File: config.mk
export PLATFORM = sky130hd
export DESIGN_NAME = match_logger
export DESIGN_NICKNAME = d
export VERILOG_FILES = /design/src/rtl/recog_pkg.sv /design/src/rtl/match_fifo.sv /design/src/rtl/match_logger.sv
export SDC_FILE = /design/constraint.sdc
export NUM_CORES = 1
export LEC_CHECK = 0
export CAP_MARGIN = 10
export CORE_ASPECT_RATIO = 0.6
export CORE_UTILIZATION = 50
export CTS_BUF_LIST = sky130_fd_sc_hd__clkbuf_4
export DETAILED_ROUTE_END_ITERATION = 8
export GPL_TIMING_DRIVEN = 0
export PLACE_DENSITY_LB_ADDON = 0.1
export SLEW_MARGIN = 15
export SYNTH_ARGS = -nofsm -noshare
export SYNTH_HDL_FRONTEND = slang
export SYNTH_SLANG_ARGS = --single-unit
File: constraint.sdc
create_clock -name clk -period 4.4 [get_ports clk]
set_clock_uncertainty 0.2 [all_clocks]
set_input_delay 0.44 -clock clk [delete_from_list [all_inputs] [get_ports clk]]
set_output_delay 0.44 -clock clk [all_outputs]
set_load 0.05 [all_outputs]
File: src/rtl/recog_pkg.sv
// recog_pkg: shared recognizer state encoding and default widths for match_logger
package recog_pkg;
  typedef enum logic [1:0] {S0, S1, S2, S3} state_t;
  localparam int TS_W_DEF = 16;
  localparam int CNT_W_DEF = 8;
endpackage

File: src/rtl/match_fifo.sv
// match_fifo: synchronous FIFO with registered head, full and empty; caller only pushes when there is room
module match_fifo #(
  parameter int W = 16,
  parameter int DEPTH = 4
) (
  input  logic         clk,
  input  logic         reset,
  input  logic         push,
  input  logic         pop,
  input  logic [W-1:0] din,
  output logic [W-1:0] head,
  output logic         full,
  output logic         empty
);
  localparam int AW = $clog2(DEPTH);
  logic [W-1:0] mem [DEPTH];
  logic [AW-1:0] rd, wr;
  logic [AW:0] cnt, kept, cnt_n;
  logic [W-1:0] head_n;
  // occupancy after the pop and after the push, and the entry that heads the queue next cycle
  always_comb begin
    kept = cnt - (AW+1)'(pop);
    cnt_n = kept + (AW+1)'(push);
    head_n = cnt_n == '0 ? '0 : kept == '0 ? din : mem[rd + AW'(pop)];
  end
  // storage array, written at the tail; no reset needed since head and count gate visibility
  always_ff @(posedge clk)
    if (push) mem[wr] <= din;
  // pointers, occupancy and registered head/status
  always_ff @(posedge clk)
    if (reset) begin
      rd <= '0;
      wr <= '0;
      cnt <= '0;
      head <= '0;
      full <= 1'b0;
      empty <= 1'b1;
    end else begin
      rd <= rd + AW'(pop);
      wr <= wr + AW'(push);
      cnt <= cnt_n;
      head <= head_n;
      full <= cnt_n == (AW+1)'(DEPTH);
      empty <= cnt_n == '0;
    end
endmodule

File: src/rtl/match_logger.sv
// match_logger: timestamps each entry into S3 into a FIFO with status counters; MATCH_LOGGER_DROP_CNT_EN adds drop_count
module match_logger
  import recog_pkg::*;
#(
  parameter int TS_W = TS_W_DEF,
  parameter int DEPTH = 4,
  parameter int CNT_W = CNT_W_DEF
) (
  input  logic             clk,
  input  logic             reset,
  input  state_t           s,
  output logic             match,
  output logic             out_valid,
  input  logic             out_ready,
  output logic [TS_W-1:0]  out_ts,
  output logic [CNT_W-1:0] match_count,
  output logic             overflow
`ifdef MATCH_LOGGER_DROP_CNT_EN
  ,
  output logic [CNT_W-1:0] drop_count
`endif
);
  state_t prev_s;
  logic [TS_W-1:0] ts;
  logic empty, full, ev, pop, push, drop;
  assign ev = s == S3 && prev_s != S3 && !reset;
  assign pop = out_valid && out_ready;
  assign push = ev && (!full || pop);
  assign drop = ev && full && !pop;
  assign out_valid = !empty;
  match_fifo #(.W(TS_W), .DEPTH(DEPTH)) u_fifo (
    .clk(clk),
    .reset(reset),
    .push(push),
    .pop(pop),
    .din(ts),
    .head(out_ts),
    .full(full),
    .empty(empty)
  );
  // edge detection, free-running timestamp, match pulse, saturating count and sticky overflow
  always_ff @(posedge clk)
    if (reset) begin
      prev_s <= S0;
      ts <= '0;
      match <= 1'b0;
      match_count <= '0;
      overflow <= 1'b0;
    end else begin
      prev_s <= s;
      ts <= ts + 1'b1;
      match <= ev;
      if (ev && !(&match_count)) match_count <= match_count + 1'b1;
      if (drop) overflow <= 1'b1;
    end
`ifdef MATCH_LOGGER_DROP_CNT_EN
  // saturating count of events lost to a full FIFO
  always_ff @(posedge clk)
    if (reset) drop_count <= '0;
    else if (drop && !(&drop_count)) drop_count <= drop_count + 1'b1;
`endif
endmodule

# Word level (Yosys, flattened, before mapping)
# Memory sizes are Yosys's and may differ from the RTL's.
# Cells that the tools add are included.
[totals] ff_bits=53 ram_bits=64 input_bits=5 out_inout_bits=27 word_cells=41 memories=1
[op_classes] add_sub_neg=6 eq_ne=3 mux=3 reduce_logical=17
[mem_list] memory="u_fifo.mem" depth=4 width=16 read_ports=1 rd_clocked_by_memory_dff=0 wr=1 line_no="match_fifo.sv:16" text="logic [W-1:0] mem [DEPTH];"
[op_table] op="adder 16 x 1 -> 16 bit, second input constant" n=1
[op_table] op="two-way mux 16 bit" n=1
[op_table] op="adder 8 x 1 -> 8 bit, second input constant" n=1
[op_table] op="AND reduction 8 bit" n=1
[op_table] op="logical AND 1 bit" n=7
[op_table] op="logical NOT 3 bit" n=2
[op_table] op="logical NOT 1 bit" n=5
[op_table] op="adder 2 x 1 -> 2 bit" n=2
[op_table] op="adder 3 x 1 -> 3 bit" n=1
[op_table] op="equality test 3 bit, second input constant" n=1
[op_table] op="subtractor 3 x 1 -> 3 bit" n=1
[op_table] op="equality test 2 bit, second input constant" n=1
[op_table] op="two-way mux 1 bit" n=2
[op_table] op="!= test 2 bit, second input constant" n=1
[op_table] op="OR reduction 2 bit" n=1
[op_table] op="logical OR 1 bit" n=1

# Logic depth before layout (Yosys ltp)
# Gate-level depths: netlist (run 1).
[logic_depth] ltp_word=7 ltp_mapped=13 mapped_depth_nobuf=10

# Modules after synthesis
# From an unflattened synthesis (run 1), not the netlist that was laid out.
[hier_totals] hier_cells=329 hier_area_um2=4591.9
[by_module_without_submodules] mod="match_fifo" instances=1 cells_per_inst=192 area_per_inst_um2=3383.2 seq_area_each_um2=2422.3
[by_module_without_submodules] mod="match_logger" instances=1 cells_per_inst=137 area_per_inst_um2=1208.7 seq_area_each_um2=560.5

# Worst setup path before layout (run 1)
# No wires, ideal clock.
[synth_path] path_kind="input-to-reg" startpoint="input reset" endpoint="memory u_fifo.mem[1][0], enable pin" setup_ps=413 arrival_time_ps=2370 t_required_ps=3787 slack_ps=1417 path_stages=6 path_buffers=1 cell_sequence="buf_2 nor2b_2 nand3_2 inv_2 nand2_1 nor3b_1"
[synth_between] elab_chain_len=5
[synth_lines] item="from (decl)" line_no="match_logger.sv:10" text="input logic reset,"
[synth_lines] item="logical NOT 1 bit" line_no="match_logger.sv:26" text="assign ev = s == S3 && prev_s != S3 && !reset;"
[synth_lines] item="logical AND 1 bit" line_no="match_logger.sv:26"
[synth_lines] item="logical AND 1 bit" line_no="match_logger.sv:28" text="assign push = ev && (!full || pop);"
[synth_lines] item="two-way mux 1 bit" line_no="match_fifo.sv:28" text="if (push) mem[wr] <= din;"
[synth_lines] item="two-way mux 1 bit (not written as such)" line_no="match_fifo.sv:28"
[synth_lines] item="to (decl)" line_no="match_fifo.sv:16"
# Every way passes these cells.

# Final worst setup path (run 1)
[layout_path] startpoint="input reset" endpoint="memory u_fifo.mem[3][6], enable pin"
# Same word-level chain as after synthesis.

==> flow_metrics.py, run 1 <==
metrics = {
    "global_route": {
        "grt_pass1_wl_um": 14400,
        "antenna_found_initial": 0,
        "overflow": 0,
        "grt_max_degree": 17,
        "track_usage_pct": 20.9,
        "grt_pass1_vias": 2573,
    },
    "worst_setup_path": {
        "cp_data_required_time_ns": 4.32,
        "cp_max_fo": 16,
        "crit_arrival_ns": 2.90,
        "cp-start-kind": "input pin",
        "end_kind": "register",
        "critPathKind": "input pin to register",
    },
    "die": {
        "die_area_um2": 9630,
        "io_pins": 32,
        "core_area_um2": 8720,
        "die_y_um": 76.4,
        "start_util_pct": 52.9,
        "die_w_um": 126,
        "num_rows": 26,
    },
    "sta": {
        "rsz0062_at_grt": "no",
        "fmax_ghz": 0.336,
        "worst_slew_pin_slew_ns": 0.987,
        "slew_headroom_pct": 34.2,
        "layout_min_cycle_time_ns": 2.97,
        "setup_viol": 0,
        "period_share_pct": 67.6,
        "slew_violations": 0,
        "finalSetupTns_ns": 0,
        "whs_ns": 0.290,
        "final-hold-violation-count": 0,
    },
    "layout": {
        "drive_gt1_share_pct": 18.8,
        "area_delta_synth_final_pct": 16.7,
        "fillers": 710,
        "antenna_cells": 0,
        "finalNonFillerCells": 510,
        "nets": 398,
        "final_area_um2": 5380,
    },
    "drt": {
        "dr.pass1.iters": 5,
        "wl_um": 9010,
        "routedWlPerCell_um": 17.7,
        "viasPerCell": 5.48,
        "drt_iter0_markers": 285,
        "remaining_drc_errors": 0,
        "vias": 2796,
        "ant_nets": 0,
    },
    "power_and_ir_drop": {
        "p_leak_uw": 0.00191,
        "totalPowerFinal_uw": 2910,
        "peakVddDrop_v": 0.000337,
        "powerDensity_nw_per_um2": 541,
    },
    "placement": {
        "dp.cells": 477,
        "dp_hpwl_um": 6080,
        "placed_area_um2": 5110,
        "portBuffers": 30,
        "gp_congestion": 0.806,
    },
    "synth": {
        "netlist_top_cells_count": "edfxtp_1 (64), dfxtp_1 (53), nor2_1 (51)",
        "syn_area_um2": 4610,
        "synth_edf_count": 64,
        "synth.distinct_cells": 47,
        "synth_warnings": 0,
        "yosysTopAreaCell": "edfxtp_1",
        "synth_top_area_share_pct": 41.7,
        "syn_inst": 330,
        "avgSynthCellArea_um2": 14.0,
        "synth_seq_cells": 117,
        "ys.flop_type": "edfxtp_1",
        "synth.most_common_cell": "edfxtp_1",
        "syn_nets": 343,
        "yosysSeqAreaShare_pct": 64.7,
        "postSynth.asyncResetShare_pct": 0,
        "synth_area_leaders": "edfxtp_1 (42%), dfxtp_1 (23%), mux4_1 (5.1%), nor2_1 (4.2%), mux4_2 (3.4%)",
    },
    "cts": {
        "clk_latency_ns": 0.50,
        "path_clk_slew_ns": 0.10,
        "cts-buffers-inserted": 17,
        "clkSinkCount": 117,
        "root_buffer": "clkbuf_4",
        "cts_max_path_buffers": 2,
        "cts_tree": "built",
        "htree_num_levels": 4,
    },
    "run": {
        "maxCapViolCount": 0,
    },
    "outcome": {
        "status": "finished clean",
    },
    "hold_path": {
        "min_path_type": "register to register",
    },
}
==> cell usage in the layout, fill, tap and decap left out, types with 4 or more instances in the layout <==
| master | count |
|---|---|
| edfxtp_1 | 64 |
| clkbuf_4 | 20 |
| mux4_2 | 7 |
| nand3_1 | 8 |
| buf_4 | 4 |
| a21oi_1 | 7 |
| clkdlybuf4s50_1 | 30 |
| xnor2_1 | 9 |
| buf_6 | 7 |
| nor4_1 | 5 |
| ha_1 | 8 |
| nor2_1 | 51 |
| nor2b_1 | 7 |
| xor2_1 | 5 |
| inv_1 | 12 |
| nand2_1 | 12 |
| nor3_2 | 13 |
| nor3_1 | 13 |
| clkinv_2 | 6 |
| mux4_1 | 9 |
| dfxtp_1 | 53 |
==> sequential cells by signal (all words and copies together) (netlist names) <==
register      count
u_fifo.full       1
u_fifo.cnt        3
match             1
u_fifo.rd         2
u_fifo.mem       64
match_count       8
ts               16
u_fifo.head      16
overflow          1
prev_s            2
u_fifo.wr         2
u_fifo.empty      1
==> cells by family after synthesis <==
logic type,count (synthesis),share of synthesized area [%]
AO/OA/AOI/OAI,19,2.77
XOR/XNOR,16,3.36
adder cells (fa/ha/maj),8,2.17
buffers and inverters,26,3.50
flip-flops,117,64.7
multiplexers,17,8.79
AND/OR/NAND/NOR,127,14.7
==> timing repair <==
item | CTS | global route
setup endpoints to repair | 0 | 0
hold buffers | 1 | 0
resized for setup | 0 | 0
hold endpoints to repair | 1 | 0
buffers inserted | 0 | 0
==> report_power, final <==
part / switching (uW) / leakage, uW / internal, uW
registers: 24.7 / 0.00103 / 1210
logic: 571 / 0.000726 / 376
clock network: 383 / 0.000151 / 346
==> critical path: stages <==
cell and delay [ns]:
dlygate4sd3_1 0.53, buf_2 0.18, nor2b_2 0.15, nand3_2 0.22
inv_2 0.23, nand2_1 0.17, inv_1 0.14, and3_1 0.83
==> metal layers <==
layer  wire, um  GRT usage (%)  up-vias
met3        481           6.74        8
met2       3750           26.5       86
met1       4690           32.4     1368
met4         86           8.31        0
met5          0              0        -
li1           -              -     1334
==> path summary, 6_finish.rpt <==
check                               start                to  slack, ns  depth (start not counted)
worst max-delay path                reset  u_fifo.mem[3][6]       1.43                          8
worst min-delay path             overflow          overflow       0.29                          2
worst max register to register  prev_s[1]    u_fifo.head[2]       1.85                         12
worst min register to register   overflow          overflow       0.29                          2
==> through the flow <==
| step | util (%) | setup WS, ns |
|---|---|---|
| 2_1_floorplan | - | 1.42 |
| 3_3_place_gp | 58.0 | -0.288 |
| 3_5_place_dp | 58.6 | 1.18 |
| 4_1_cts | 61.7 | 1.46 |
| 5_1_grt | 61.7 | 1.32 |
| 6_report | 61.7 | 1.43 |
==> final cells by class <==
class	instances	area, um2	share of cell area, %
sequential	117	2980	55.4
multi-input combinational	187	1480	27.6
timing repair buffer	36	352	6.53
clock buffer	20	150	2.79
tap	112	140	2.60
buffer	13	113	2.09
clock inverter	12	111	2.07
inverter	13	48.8	0.907
(Power assumes the default switching activity.)
==> run 2, diff against run 1 <==
==> constraint.sdc (replaced) <==
create_clock -name clk -period 3 [get_ports clk]
set_clock_uncertainty 0.2 [all_clocks]
set_input_delay 0.3 -clock clk [delete_from_list [all_inputs] [get_ports clk]]
set_output_delay 0.3 -clock clk [all_outputs]
set_load 0.05 [all_outputs]
==> results of run 2 <==
Same layout as run 1 (identical final DEF). Status: finished clean.
Main changes from that run: setup slack after placement 1.18 ns -> -0.0845 ns; setup slack after layout 1.43 ns -> 0.167 ns; hold slack 0.290 ns -> 0.178 ns; register-to-register setup slack 1.85 ns -> 0.45 ns; end point of the worst hold path overflow -> prev_s[1]; total power 2910 uW -> 4270 uW; worst IR drop on VDD 0.000337 V -> 0.000494 V
